`src/rtl/noc_output_stage_seq.sv`:
```
// noc_output_stage_seq: tile sequencer for the residual+LayerNorm output stages.
// A job of TOKENS rows is split into N1-row tiles; one command per tile goes to the
// NoC compute engine with at most MAX_OUT in flight, and the job ends in DONE or ERR.
// Mode 0 runs the self-output stage (K=EMBED), mode 1 the FFN-output stage (K=FFN).
module noc_output_stage_seq #(
  parameter int TOKENS    = 128,
  parameter int EMBED     = 768,
  parameter int FFN       = 3072,
  parameter int N1        = 16,
  parameter int D_W       = 8,
  parameter int ADDR_W    = 64,
  parameter int MAX_OUT   = 4,
  parameter int TIMEOUT_W = 24
) (
  input  logic              clk,
  input  logic              rst,
  input  logic              start,
  input  logic              mode,
  input  logic              abort,
  input  logic [ADDR_W-1:0] addr_in,
  input  logic [ADDR_W-1:0] addr_weight,
  input  logic [ADDR_W-1:0] addr_res,
  input  logic [ADDR_W-1:0] addr_out,
  output logic              cmd_valid,
  input  logic              cmd_ready,
  output logic [ADDR_W-1:0] cmd_src,
  output logic [ADDR_W-1:0] cmd_wgt,
  output logic [ADDR_W-1:0] cmd_res,
  output logic [ADDR_W-1:0] cmd_dst,
  output logic [15:0]       cmd_k,
  input  logic              cmp_valid,
  input  logic              cmp_err,
  output logic              busy,
  output logic              done,
  output logic              error,
  output logic [1:0]        err_code
);

  localparam int NT     = TOKENS / N1;
  localparam int TILE_W = $clog2(NT + 1);
  localparam int BYTES  = D_W / 8;

  // Per-tile address strides; the input stride depends on K, the row stride does not.
  localparam logic [ADDR_W-1:0]    STEP_SRC_E = ADDR_W'(N1 * EMBED * BYTES);
  localparam logic [ADDR_W-1:0]    STEP_SRC_F = ADDR_W'(N1 * FFN * BYTES);
  localparam logic [ADDR_W-1:0]    STEP_ROW   = ADDR_W'(N1 * EMBED * BYTES);
  localparam logic [TILE_W-1:0]    LAST_TILE  = TILE_W'(NT - 1);
  localparam logic [3:0]           MAX_OUT_C  = 4'(MAX_OUT);
  localparam logic [15:0]          K_EMBED    = 16'(EMBED);
  localparam logic [15:0]          K_FFN      = 16'(FFN);
  // The watchdog fires on the increment that would make it all-ones.
  localparam logic [TIMEOUT_W-1:0] WD_PRE     = {{(TIMEOUT_W-1){1'b1}}, 1'b0};

  typedef enum logic [2:0] {
    S_IDLE,
    S_ISSUE,
    S_DRAIN,
    S_DONE,
    S_ERR
  } state_t;

  state_t              state_q, state_d;
  logic                mode_q;
  logic [ADDR_W-1:0]   srcAddr_q, wgtAddr_q, resAddr_q, dstAddr_q;
  logic [15:0]         kDim_q;
  logic [TILE_W-1:0]   tile_q;
  logic [3:0]          out_q, out_d;
  logic [TIMEOUT_W-1:0] wdog_q;
  logic [1:0]          code_q;

  logic                active, accept, handshake, cmpSeen, lastIssue;
  logic                engErr, spurErr, toErr, abortErr, anyErr;
  logic [1:0]          errCode;

  assign active    = (state_q == S_ISSUE) || (state_q == S_DRAIN);
  assign accept    = start && !active;
  assign handshake = cmd_valid && cmd_ready;
  assign cmpSeen   = cmp_valid && active;
  assign lastIssue = handshake && (tile_q == LAST_TILE);

  // Classify this cycle's error sources and pick the winning code by priority.
  always_comb begin
    engErr   = cmpSeen && cmp_err;
    spurErr  = cmpSeen && (out_q == 4'd0) && !handshake;
    toErr    = active && (out_q != 4'd0) && !cmp_valid && (wdog_q == WD_PRE);
    abortErr = active && abort;
    anyErr   = engErr || spurErr || toErr || abortErr;
    if (engErr)       errCode = 2'd1;
    else if (spurErr) errCode = 2'd3;
    else if (toErr)   errCode = 2'd2;
    else              errCode = 2'd3;
  end

  // Outstanding count: a handshake and a completion in the same cycle cancel out.
  always_comb begin
    out_d = out_q;
    if (handshake && !cmpSeen)
      out_d = out_q + 4'd1;
    else if (!handshake && cmpSeen && (out_q != 4'd0))
      out_d = out_q - 4'd1;
  end

  // State register.
  always_ff @(posedge clk or posedge rst) begin
    if (rst) state_q <= S_IDLE;
    else     state_q <= state_d;
  end

  // Next-state logic: issue all tiles, drain completions, any error parks in ERR.
  always_comb begin
    state_d = state_q;
    case (state_q)
      S_IDLE, S_DONE, S_ERR: if (accept) state_d = S_ISSUE;
      S_ISSUE: begin
        if (anyErr)         state_d = S_ERR;
        else if (lastIssue) state_d = S_DRAIN;
      end
      S_DRAIN: begin
        if (anyErr)              state_d = S_ERR;
        else if (out_d == 4'd0)  state_d = S_DONE;
      end
      default: state_d = S_IDLE;
    endcase
  end

  // Output decode from state and the held command fields.
  always_comb begin
    cmd_valid = (state_q == S_ISSUE) && (out_q < MAX_OUT_C);
    busy      = active;
    done      = (state_q == S_DONE);
    error     = (state_q == S_ERR);
    err_code  = code_q;
    cmd_src   = srcAddr_q;
    cmd_wgt   = wgtAddr_q;
    cmd_res   = resAddr_q;
    cmd_dst   = dstAddr_q;
    cmd_k     = kDim_q;
  end

  // Job datapath: latch on start, step addresses per handshake, track outstanding and watchdog.
  always_ff @(posedge clk or posedge rst) begin
    if (rst) begin
      mode_q    <= 1'b0;
      srcAddr_q <= '0;
      wgtAddr_q <= '0;
      resAddr_q <= '0;
      dstAddr_q <= '0;
      kDim_q    <= '0;
      tile_q    <= '0;
      out_q     <= '0;
      wdog_q    <= '0;
      code_q    <= '0;
    end else if (accept) begin
      mode_q    <= mode;
      srcAddr_q <= addr_in;
      wgtAddr_q <= addr_weight;
      resAddr_q <= addr_res;
      dstAddr_q <= addr_out;
      kDim_q    <= mode ? K_FFN : K_EMBED;
      tile_q    <= '0;
      out_q     <= '0;
      wdog_q    <= '0;
      code_q    <= '0;
    end else if (active) begin
      if (handshake) begin
        tile_q    <= tile_q + TILE_W'(1);
        srcAddr_q <= srcAddr_q + (mode_q ? STEP_SRC_F : STEP_SRC_E);
        resAddr_q <= resAddr_q + STEP_ROW;
        dstAddr_q <= dstAddr_q + STEP_ROW;
      end
      out_q <= out_d;
      if (cmp_valid)
        wdog_q <= '0;
      else if (out_q != 4'd0)
        wdog_q <= wdog_q + TIMEOUT_W'(1);
      if (anyErr)
        code_q <= errCode;
    end
  end

endmodule

```
`config.mk`:
```
export PLATFORM = sky130hd
export DESIGN_NAME = noc_output_stage_seq
export DESIGN_NICKNAME = d
export VERILOG_FILES = /design/src/rtl/noc_output_stage_seq.sv
export SDC_FILE = /design/constraint.sdc
export NUM_CORES = 1
export LEC_CHECK = 0
export BUFFER_PORTS_ARGS = -buffer_cell sky130_fd_sc_hd__buf_4
export CELL_PAD_IN_SITES_DETAIL_PLACEMENT = 2
export CELL_PAD_IN_SITES_GLOBAL_PLACEMENT = 2
export CORE_UTILIZATION = 28
export DETAILED_ROUTE_END_ITERATION = 16
export HOLD_SLACK_MARGIN = 0.03
export PLACE_DENSITY = 0.8
export SYNTH_ARGS = -nofsm -noshare
export SYNTH_HDL_FRONTEND = slang
export SYNTH_SLANG_ARGS = --single-unit
```
`constraint.sdc`:
```
create_clock -name clk -period 11.4 [get_ports clk]
set_clock_uncertainty 0.05 [all_clocks]
set_input_delay 1.71 -clock clk [delete_from_list [all_inputs] [get_ports clk]]
set_output_delay 1.71 -clock clk [all_outputs]
set_load 0.005 [all_outputs]
```
# Word level (Yosys, flattened, before mapping)

Index checks and enable logic that the tools add are counted.
W data, S select, Z words.

Bits in registers: 310
Bits of input ports: 264
Output and inout port bits: 278
Logic and storage cells: 98

Add/subtract/negate cells: 7
$lt $le $gt $ge: 1
Equality and inequality tests: 9
Multiplexer cells: 34
Reductions and logical operators: 36

Operators with widths:

| kind                     | number |
|---|---|
| $mux W64                 | 9 |
| $add A64 B14 Y64 const B | 2 |
| $mux W24                 | 4 |
| $add A64 B16 Y64         | 1 |
| $mux W4                  | 7 |
| $add A24 B1 Y24 const B  | 1 |
| $eq A24 B24 Y1 const B   | 1 |
| $mux W16                 | 1 |
| $logic_and A1 B1 Y1      | 15 |
| $mux W3                  | 5 |
| $mux W12                 | 1 |
| $pmux W3 S3              | 1 |
| $add A4 B1 Y4 const B    | 2 |
| $logic_not A4 Y1         | 2 |
| $mux W2                  | 4 |
| $eq A3 B2 Y1 const B     | 2 |
| $reduce_and A2 Y1        | 3 |
| $reduce_bool A2 Y1       | 3 |
| $eq A4 B3 Y1 const B     | 1 |
| $logic_not A1 Y1         | 4 |
| $logic_or A1 B1 Y1       | 4 |
| $lt A4 B3 Y1 const B     | 1 |
| $reduce_bool A4 Y1       | 1 |
| $sub A4 B1 Y4 const B    | 1 |
| other kinds (10)         | 11 |

# Depth between registers and ports, before layout

Gate-level depths: netlist (run 1).

Depth after elaboration: 12
Depth in mapped cells: 10
Mapped depth without buffers: 9

# Worst setup path before layout (run 1)

No wires, ideal clock.

Path type: input to register
Start: input port cmd_ready
End: register dstAddr_q[63] (netlist: cmd_dst[63])
Setup time: 0.127 ns
Data arrival time: 3.534 ns
Required time: 11.223 ns
Path slack: 7.689 ns
Stages: 7
Path buffers: 1
Cell sequence: or3b_1 clkbuf_1 or4b_4 nor4b_4 nand4_1 xor2_1 o21ai_2

Cells in the longest elaborated chain, start to end: 3

RTL lines:

| element                      | RTL line | text |
|---|---|---|
| start: declaration           | 25       | `input logic cmd_ready,` |
| $logic_and A1 B1 Y1          | 77       | `assign handshake = cmd_valid && cmd_ready;` |
| $reduce_bool A2 Y1 (no line) | --       |  |
| $reduce_and A2 Y1 (no line)  | --       |  |
| end signal: assignment       | 158      | `dstAddr_q <= addr_out;` |
| end signal: assignment       | 169      | `dstAddr_q <= dstAddr_q + STEP_ROW;` |
| end: declaration             | 64       | `logic [ADDR_W-1:0] srcAddr_q, wgtAddr_q, resAddr_q, dstAddr_q;` |

Every way passes these cells.
A chain may end at the register's enable or synchronous reset.

# Final worst setup path (run 1)

Start: register state_q[0]
End: output port busy

Cells in the longest elaborated chain, start to end: 2
Elaborated cells between the ends (all ways): 3
Classes of those cells: eq/ne (2); reduce/logical (1)

RTL lines:

| element                                             | RTL line | text |
|---|---|---|
| start: declaration                                  | 62       | `state_t state_q, state_d;` |
| start signal: assignment                            | 106      | `else state_q <= state_d;` |
| $eq A3 B1 Y1 / $eq A3 B2 Y1 (equally long branches) | 75       | `assign active = (state_q == S_ISSUE) \|\| (state_q == S_DRAIN);` |
| $logic_or A1 B1 Y1 (*)                              | 75       |  |
| end: declaration                                    | 33       | `output logic busy,` |

Every way passes the cells marked *; elsewhere a longest branch is shown, timed or not.

==> impl_metrics.py, run 1 <==
metrics = {
    "global_route": {
        "grt_pass1_vias": 16118,
        "grt.met1_usage": 0.2713,
        "antenna_found_initial": 7,
        "grt_busiest_layer": "met2",
        "met2_usage": 0.4307,
        "grt_use_total": 0.2388,
        "grt_pass1_wl_um": 98390,
        "grt-ovfl-total": 0,
        "use_met3": 0.07065,
        "grt_max_degree": 237,
    },
    "logic_synthesis": {
        "synthFlopType": "dfrtp_1",
        "synth-edff-count": 0,
        "syn_inst": 1683,
        "async_flop_share": 1.000,
        "yosys_register_bits": 295,
        "ys_seq_area_frac": 0.5034,
        "synth_cell_types": 67,
        "yosysWarnings": 0,
        "syn_area_um2": 14670,
        "syn_avg_cell_area_um2": 8.714,
    },
    "timing": {
        "fin_crit_ps": 4140,
        "hold_viol_final": 0,
        "maxSlewViolCount": 0,
        "tightestPinTransition_ps": 1183,
        "period_share": 0.3632,
        "max_slew_margin": 0.2041,
        "max_freq_mhz": 241.5,
        "setup_violations": 0,
        "setup_tns_ps": 0,
        "grt_setup_unrepaired": "false",
        "worst_slack_ps": 7260,
    },
    "clock_network": {
        "clk_pin_slew_ps": 60,
        "cts-root-buf": "clkbuf_16",
        "postCtsHoldBufs": 0,
        "post_cts_buffers": 0,
        "insertion_delay_ps": 560,
        "clk_path_buf_depth": 3,
        "cts_made_buffers": 39,
        "h-tree-depth": 2,
        "cts_tree": "done",
        "cts_sinks": 295,
        "post_cts_resized": 0,
    },
    "status": {
        "status": "completed",
    },
    "floorplanning": {
        "io_pins": 542,
        "start_util": 0.2847,
        "rows": 83,
        "core_area_um2": 51510,
        "die_w_um": 230.9,
        "die-area_um2": 53300,
        "die_y_um": 230.9,
    },
    "worst_setup_path": {
        "path_class": "reg2out",
        "rr_startpoint": "state_q[2]",
        "worstPathArrival_ps": 2380,
        "critPathCaptureType": "output port",
        "crit_chain": "xnor2_1 > buf_4 > nor2_1 > buf_4",
        "reg2reg_to": "cmd_res[60]",
        "cp_max_fo": 11,
        "cp-start-kind": "flip-flop",
        "reg2reg_slack_ps": 7820,
        "cpPeakStageDelay_ps": 700,
        "slowest_stage": "nor2_1",
        "crit_top_cell": "buf_4",
        "critPathRequiredTime_ps": 9640,
        "r2r_cells": 6,
    },
    "power": {
        "p_int_mw": 3.325,
        "clkPwrFrac": 0.217,
        "swShare": 0.4099,
        "p_comb_frac": 0.417,
        "ir_drop_mv": 0.1810,
        "power_density_nw_per_um2": 274.7,
        "seq_power_share": 0.366,
        "p_leak_nw": 9.504,
        "p_switching_mw": 2.310,
    },
    "layout": {
        "nNetsFinal": 2457,
        "syn2layout_area_growth_pct": 39.87,
        "fillers": 5787,
        "drive_above_1_share": 0.2819,
        "stdcell_count": 2892,
    },
    "hold_path": {
        "min_to": "cmd_src[0]",
        "hold_class": "reg2reg",
        "hold_path_depth": 2,
        "hp-start": "cmd_src[0]",
    },
    "drt": {
        "drt_iter0_drc": 666,
        "wire_per_inst_um": 22.32,
        "vias_per_cell": 5.030,
        "dr.pass1.iters": 5,
        "totalWireLength_um": 64550,
        "num_vias": 14546,
        "drc": 0,
        "final_antenna_net_count": 0,
    },
    "run": {
        "cap_violations": 0,
    },
    "placement": {
        "dp_cells": 2820,
        "place_ws_ps": 6822,
        "io_buffers": 529,
        "globalplace.congestion": 0.8309,
        "dpl.hpwl_um": 47880,
    },
}
## cell usage after synthesis (5+ instances only)
master    count  area [um2]
nor3_1       40       200.2
ha_1         11       137.6
nand2_1     510        1914
a211oi_1     14       105.1
nor4_1       21       131.4
clkbuf_1     71       266.5
buf_1         7       26.28
a21oi_1      19       95.09
and3_1       26       162.7
a311oi_1      9       78.83
inv_1        26       97.59
nor2_1       93       349.1
or2_2         6       37.54
xnor2_1      71       621.9
a31oi_1       5       31.28
nor3b_1       7       52.55
dfrtp_1     295        7382
buf_4        17       127.6
xor2_1       75       656.9
o211ai_1     12       90.09
nand3_1      83       415.4
nand4_1      51       319.1
o21ai_0     136       680.7
and4_1        7       61.31
## per-stage QoR
stage / hold slack [ps] / area [um2] / power, mW / util
floorplan: 419.7 / 14710 / 3.020 / -
global placement: 410.0 / 19250 / 4.296 / 0.3738
detailed placement: 417.4 / 19250 / 4.438 / 0.3738
CTS: 432.4 / 20510 / 5.719 / 0.3981
global route: 451.6 / 20510 / 6.008 / 0.3982
finish: 429.0 / 20510 / 5.634 / 0.3982
## registers in the layout, summed over array words and instances, names as in the netlist
name      count
wdog_q       24
cmd_wgt      64
cmd_src      64
state_q       3
tile_q        4
err_code      2
out_q         4
cmd_res      64
cmd_k         2
cmd_dst      64
## layout make-up
cell class                      instances  area [um2]  share of cell area
Clock inverter                          6       72.57            0.003538
Sequential cell                       295        7382              0.3599
Antenna cell                            2       5.005           0.0002440
Multi-Input combinational cell       1274        6812              0.3321
Tap cell                              680       850.8             0.04148
Clock buffer                           64        1181             0.05758
Inverter                               26       105.1            0.005124
Timing Repair Buffer                  545        4104              0.2001
## critical path, delay by kind of cell, from the launching register on
family                 cells  cell delay, ps
buffers and inverters      2             430
AND/OR/NAND/NOR            1             700
XOR/XNOR                   1             180
flip-flops                 1             490
## routing by layer
layer / up-vias / wire, um
li1: 6648 / -
met1: 7395 / 25080
met2: 404 / 33220
met3: 89 / 4672
met4: 10 / 1524
met5: - / 58
## logic make-up after synthesis
group | synth area share
AO/OA/AOI/OAI | 0.08873
XOR/XNOR | 0.08719
adder cells (fa/ha/maj) | 0.01075
buffers and inverters | 0.03669
flip-flops | 0.5034
multiplexers | 0.002901
other | 0.0002557
AND/OR/NAND/NOR | 0.2701
## cell usage in the layout, fill, tap and decap left out, drive strengths merged, types with 3 or more instances in the layout
cell type,instances
a211oi,14
a21o,4
a21oi,19
a311oi,9
a31oi,5
and3,26
and4,7
buf,545
clkbuf,64
clkinv,3
conb,12
dfrtp,295
ha,11
inv,27
nand2,510
nand2b,3
nand3,83
nand4,51
nor2,93
nor2b,3
nor3,42
nor3b,8
nor4,23
nor4b,4
o211ai,12
o21ai,140
or2,6
or3b,3
or4,3
or4b,3
xnor2,71
xor2,75
## power by group through the flow
stage               Clock [mW]  Combinational (mW)  Sequential, mW
floorplan                    0                1.07            1.95
global placement             0                2.27            2.02
detailed placement           0                2.38            2.06
CTS                       1.26                2.40            2.06
global route              1.29                2.58            2.13
finish                    1.22                2.35            2.06
## how the worst max path moves through the flow
stage | startpoint | endpoint | slack [ps]
2_1_floorplan | rst | cmd_dst[0] | 1490
3_3_place_gp | cmd_ready | cmd_res[60] | 6970
3_5_place_dp | cmd_ready | cmd_res[60] | 6820
4_1_cts | state_q[0] | busy | 7220
5_1_grt | state_q[0] | busy | 7170
6_report | state_q[0] | busy | 7260
(Power assumes the default switching activity.)
==> run 2: changes to the inputs <==
==> constraint.sdc (replaced) <==
create_clock -name clk -period 4.2 [get_ports clk]
set_clock_uncertainty 0.05 [all_clocks]
set_input_delay 0.63 -clock clk [delete_from_list [all_inputs] [get_ports clk]]
set_output_delay 0.63 -clock clk [all_outputs]
set_load 0.005 [all_outputs]
==> impl_metrics.py, run 2 (synthesized netlist as in run 1, its figures left out) <==
metrics = {
    "run": {
        "cap_violations": 0,
    },
    "global_route": {
        "antenna_found_initial": 6,
        "grt_pass1_vias": 16193,
        "grt_use_total": 0.2380,
        "grt_pass1_wl_um": 98080,
        "grt_max_degree": 125,
        "grt-ovfl-total": 0,
    },
    "clock_network": {
        "cts_made_buffers": 39,
        "clk_pin_slew_ps": 60,
        "clk_path_buf_depth": 3,
        "post_cts_buffers": 0,
        "cts_sinks": 295,
        "h-tree-depth": 2,
        "cts-root-buf": "clkbuf_16",
        "post_cts_resized": 0,
        "postCtsHoldBufs": 0,
        "insertion_delay_ps": 560,
        "cts_tree": "done",
    },
    "layout": {
        "utilization": 0.4008,
        "multi_input_area_um2": 6805,
        "layout_commonest_cell": "buf_4",
        "ff_latch_area_um2": 7382,
        "drive_above_1_share": 0.2856,
        "nNetsFinal": 2468,
        "syn2layout_area_growth_pct": 40.76,
        "layout_common_cells": "549 x buf_4, 510 x nand2_1, 295 x dfrtp_1",
        "fillers": 5813,
        "stdcell_count": 2901,
        "post-route-cell-area_um2": 20640,
    },
    "drt": {
        "vias_per_cell": 5.032,
        "dr.pass1.iters": 5,
        "wire_per_inst_um": 22.29,
        "totalWireLength_um": 64660,
        "final_antenna_net_count": 0,
        "num_vias": 14597,
        "drc": 0,
        "drt_iter0_drc": 619,
    },
    "power": {
        "power_density_nw_per_um2": 744.6,
        "p_switching_mw": 6.314,
        "clkPwrFrac": 0.216,
        "seq_power_share": 0.362,
        "swShare": 0.4107,
        "ir_drop_mv": 0.3753,
        "p_leak_nw": 9.584,
        "p_int_mw": 9.058,
        "p_comb_frac": 0.422,
    },
    "timing": {
        "period_share": 0.7506,
        "maxSlewViolCount": 0,
        "fin_crit_ps": 3152,
        "hold_viol_final": 0,
        "max_freq_mhz": 317.2,
        "grt_setup_unrepaired": "false",
        "worst_slack_ps": 1048,
        "setup_violations": 0,
        "tightestPinTransition_ps": 1061,
        "max_slew_margin": 0.2861,
    },
    "worst_setup_path": {
        "worstPathArrival_ps": 3520,
        "crit_chain": "or3b_1 > or4b_4 > nor4b_4 > nand4_1 > xor2_1 > o21ai_2",
        "critPathRequiredTime_ps": 4570,
        "cp_max_fo": 14,
        "slowest_stage": "or3b_1",
        "cpPeakStageDelay_ps": 660,
        "path_class": "reg2reg",
        "cp-start-kind": "flip-flop",
        "critPathCaptureType": "flip-flop",
    },
    "floorplanning": {
        "die-area_um2": 53300,
        "die_w_um": 230.9,
        "die_y_um": 230.9,
        "start_util": 0.2847,
        "core_area_um2": 51510,
        "io_pins": 542,
        "rows": 83,
    },
    "placement": {
        "place_ws_ps": 994.0,
        "dpl.hpwl_um": 48640,
        "io_buffers": 529,
        "placed_area_um2": 19400,
        "globalplace.congestion": 0.8286,
        "dp_cells": 2831,
    },
    "status": {
        "status": "completed",
    },
    "hold_path": {
        "hold_class": "in2reg",
    },
}
## run 2: cell count changes in the layout (fill, tap and decap cells not counted), sizes merged
| cell | previous run | this run |
|---|---|---|
| buf | 545 | 556 |
| clkbuf | 64 | 61 |
| clkinv | 3 | 6 |
| diode | 2 | 1 |
| inv | 27 | 26 |
## run 2: worst paths after layout
path                                      start           to  slack, ps  depth (start not counted)
worst min-delay path            addr_weight[52]  cmd_wgt[52]        210                          3
worst max register to register       state_q[2]  cmd_dst[63]       1050                          6
min in group asynchronous                   rst  cmd_wgt[46]        270                          2
worst max-delay path                 state_q[2]  cmd_dst[63]       1050                          6
worst min register to register      cmd_wgt[43]  cmd_wgt[43]        430                          2
max in group asynchronous                   rst  cmd_res[49]       2810                          3
## run 2: layout make-up
| class | instances | share of cell area |
|---|---|---|
| inverters | 26 | 0.004909 |
| clock buffers | 61 | 0.05619 |
| repair buffers | 556 | 0.2064 |
| diodes | 1 | 0.0001212 |
| well taps | 680 | 0.04121 |
| flip-flops and latches | 295 | 0.3576 |
| clock inverters | 8 | 0.003879 |
| multi-input cells | 1274 | 0.3297 |
## run 2: routing by layer
metal	GRT usage	wire, um	vias up
met1	0.2806	25830	7411
li1	-	-	6674
met2	0.4229	33000	407
met4	0.06664	1488	10
met5	0	71	-
met3	0.06176	4266	95
## run 2: worst max-delay path: cells and delay by family, from the launching register on
kind | cells | cell delay, ps
DFF | 1 | 560
and+or+nand+nor | 4 | 2110
xor gates and xnor gates | 1 | 210
AOI/OAI and AO/OA | 1 | 60
## run 2: metrics by stage
step                power [mW]  hold WS [ps]  setup TNS, ps
floorplan                8.199         419.7        -117150
global placement         11.74         408.9              0
detailed placement       12.12         417.6              0
CTS                      15.58         179.1              0
global route             16.35         201.0              0
finish                   15.37         209.2              0
## run 2: power groups by stage
stage / sequential [mW] / combinational [mW] / clock, mW
global route: 5.76 / 7.10 / 3.49
CTS: 5.57 / 6.60 / 3.40
finish: 5.57 / 6.48 / 3.32
floorplan: 5.28 / 2.92 / 0
global placement: 5.46 / 6.28 / 0
detailed placement: 5.58 / 6.53 / 0
==> run 3: changes to the inputs <==
==> constraint.sdc (replaced) <==
create_clock -name clk -period 3 [get_ports clk]
set_clock_uncertainty 0.05 [all_clocks]
set_input_delay 0.45 -clock clk [delete_from_list [all_inputs] [get_ports clk]]
set_output_delay 0.45 -clock clk [all_outputs]
set_load 0.005 [all_outputs]
==> impl_metrics.py, run 3 (synthesized netlist as in run 1, its figures left out) <==
metrics = {
    "power": {
        "total_power_mw": 23.16,
        "seq_power_share": 0.346,
        "swShare": 0.4276,
        "clkPwrFrac": 0.218,
        "ir_drop_mv": 0.4875,
        "p_comb_frac": 0.436,
        "power_density_nw_per_um2": 1039,
        "p_leak_nw": 10.31,
        "p_switching_mw": 9.901,
        "p_int_mw": 13.26,
    },
    "layout": {
        "fillers": 5677,
        "layout_common_cells": "573 x buf_4, 510 x nand2_1, 295 x dfrtp_1",
        "nNetsFinal": 2623,
        "layout_commonest_cell": "buf_4",
        "drive_above_1_share": 0.2822,
        "post-route-cell-area_um2": 22300,
        "syn2layout_area_growth_pct": 52.03,
        "stdcell_count": 3062,
    },
    "timing": {
        "fin_crit_ps": 2861,
        "max_slew_margin": 0.4125,
        "tightestPinTransition_ps": 874.0,
        "setup_violations": 0,
        "hold_viol_final": 0,
        "max_freq_mhz": 349.5,
        "grt_setup_unrepaired": "false",
        "maxSlewViolCount": 0,
        "setup_tns_ps": 0,
        "period_share": 0.9538,
    },
    "worst_setup_path": {
        "cp-start-kind": "flip-flop",
        "worstPathArrival_ps": 3210,
        "critPathRequiredTime_ps": 3350,
        "critPathCaptureType": "flip-flop",
        "path_class": "reg2reg",
        "cp_max_fo": 11,
    },
    "global_route": {
        "grt_max_degree": 110,
        "grt_use_total": 0.2858,
        "grt_pass1_wl_um": 115700,
        "grt-ovfl-total": 0,
        "grt_pass1_vias": 18118,
        "antenna_found_initial": 13,
    },
    "clock_network": {
        "cts_tree": "done",
        "cts-root-buf": "clkbuf_16",
        "insertion_delay_ps": 570,
        "post_cts_buffers": 0,
        "clk_path_buf_depth": 3,
        "cts_sinks": 295,
        "cts_made_buffers": 38,
        "h-tree-depth": 2,
        "clk_pin_slew_ps": 60,
    },
    "placement": {
        "io_buffers": 529,
        "globalplace.congestion": 0.8458,
        "dp_cells": 2859,
        "placed_area_um2": 19660,
        "dpl.hpwl_um": 49600,
    },
    "run": {
        "cap_violations": 0,
    },
    "floorplanning": {
        "start_util": 0.2847,
        "die_y_um": 230.9,
        "rows": 83,
        "io_pins": 542,
        "die_w_um": 230.9,
        "die-area_um2": 53300,
        "core_area_um2": 51510,
    },
    "drt": {
        "vias_per_cell": 5.160,
        "totalWireLength_um": 77300,
        "dr.pass1.iters": 5,
        "wire_per_inst_um": 25.24,
        "drc": 0,
        "drt_iter0_drc": 738,
        "final_antenna_net_count": 0,
        "num_vias": 15800,
    },
    "hold_path": {
        "hold_class": "in2reg",
    },
    "status": {
        "status": "completed",
    },
}
run 3: power by group through the flow:
| stage | combinational [mW] | sequential, mW | clock [mW] |
|---|---|---|---|
| 3_5_place_dp | 9.43 | 7.81 | 0 |
| 4_1_cts | 9.67 | 7.80 | 5.05 |
| 3_3_place_gp | 9.04 | 7.64 | 0 |
| 6_report | 10.1 | 8.01 | 5.05 |
| 5_1_grt | 10.8 | 8.20 | 5.25 |
| 2_1_floorplan | 4.08 | 7.39 | 0 |
run 3: routing by layer:
metal  GRT usage  wire length [um]  vias up
met1      0.3089             28440     8089
li1            -                 -     6989
met5           0                61        -
met4      0.1478              3823       10
met3     0.07176              4904      191
met2      0.5124             40060      521
run 3: timing repair:
| item | CTS | global route |
|---|---|---|
| gates resized for setup | 0 | 2 |
| endpoints found under the hold margin | 139 | 0 |
| setup endpoints to repair | 0 | 9 |
| hold buffers | 128 | 0 |
run 3: path summary, 6_finish.rpt:
path | from | endpoint | slack, ps | cells past startpoint
setup / recovery | state_q[0] | cmd_res[50] | 140 | 9
hold / removal | addr_weight[38] | cmd_wgt[38] | 60 | 3
setup reg to reg | state_q[0] | cmd_res[50] | 140 | 9
hold reg to reg | cmd_wgt[16] | cmd_wgt[16] | 440 | 2
max in group asynchronous | rst | cmd_res[12] | 1540 | 4
min in group asynchronous | rst | cmd_src[25] | 500 | 3
run 3: critical path, stage by stage (launching register included):
cell and delay [ps]:
dfrtp_1 510, or3b_1 460, buf_4 230, nor3_2 160, buf_4 190, nand4_1 120, buf_4 220, nor3_1 290
xnor2_1 130, o21ai_0 350
run 3: final cells by class:
cell class | count | area [um2] | area share
Sequential cell | 295 | 7382 | 0.3311
Multi-Input combinational cell | 1274 | 6814 | 0.3056
Timing Repair Buffer | 712 | 5803 | 0.2603
Clock buffer | 54 | 1155 | 0.05180
Tap cell | 680 | 850.8 | 0.03816
Clock inverter | 13 | 170.2 | 0.007632
Inverter | 26 | 101.3 | 0.004545
Antenna cell | 8 | 20.02 | 0.0008979
run 3: metrics by stage:
step | setup WS, ps | hold WS (ps) | util
2_1_floorplan | -1417 | 419.7 | -
5_1_grt | 16.91 | 63.41 | 0.4328
6_report | 138.7 | 58.89 | 0.4329
4_1_cts | 80.94 | 30.16 | 0.4323
3_3_place_gp | 246.8 | 409.9 | 0.3817
3_5_place_dp | 88.52 | 417.3 | 0.3817
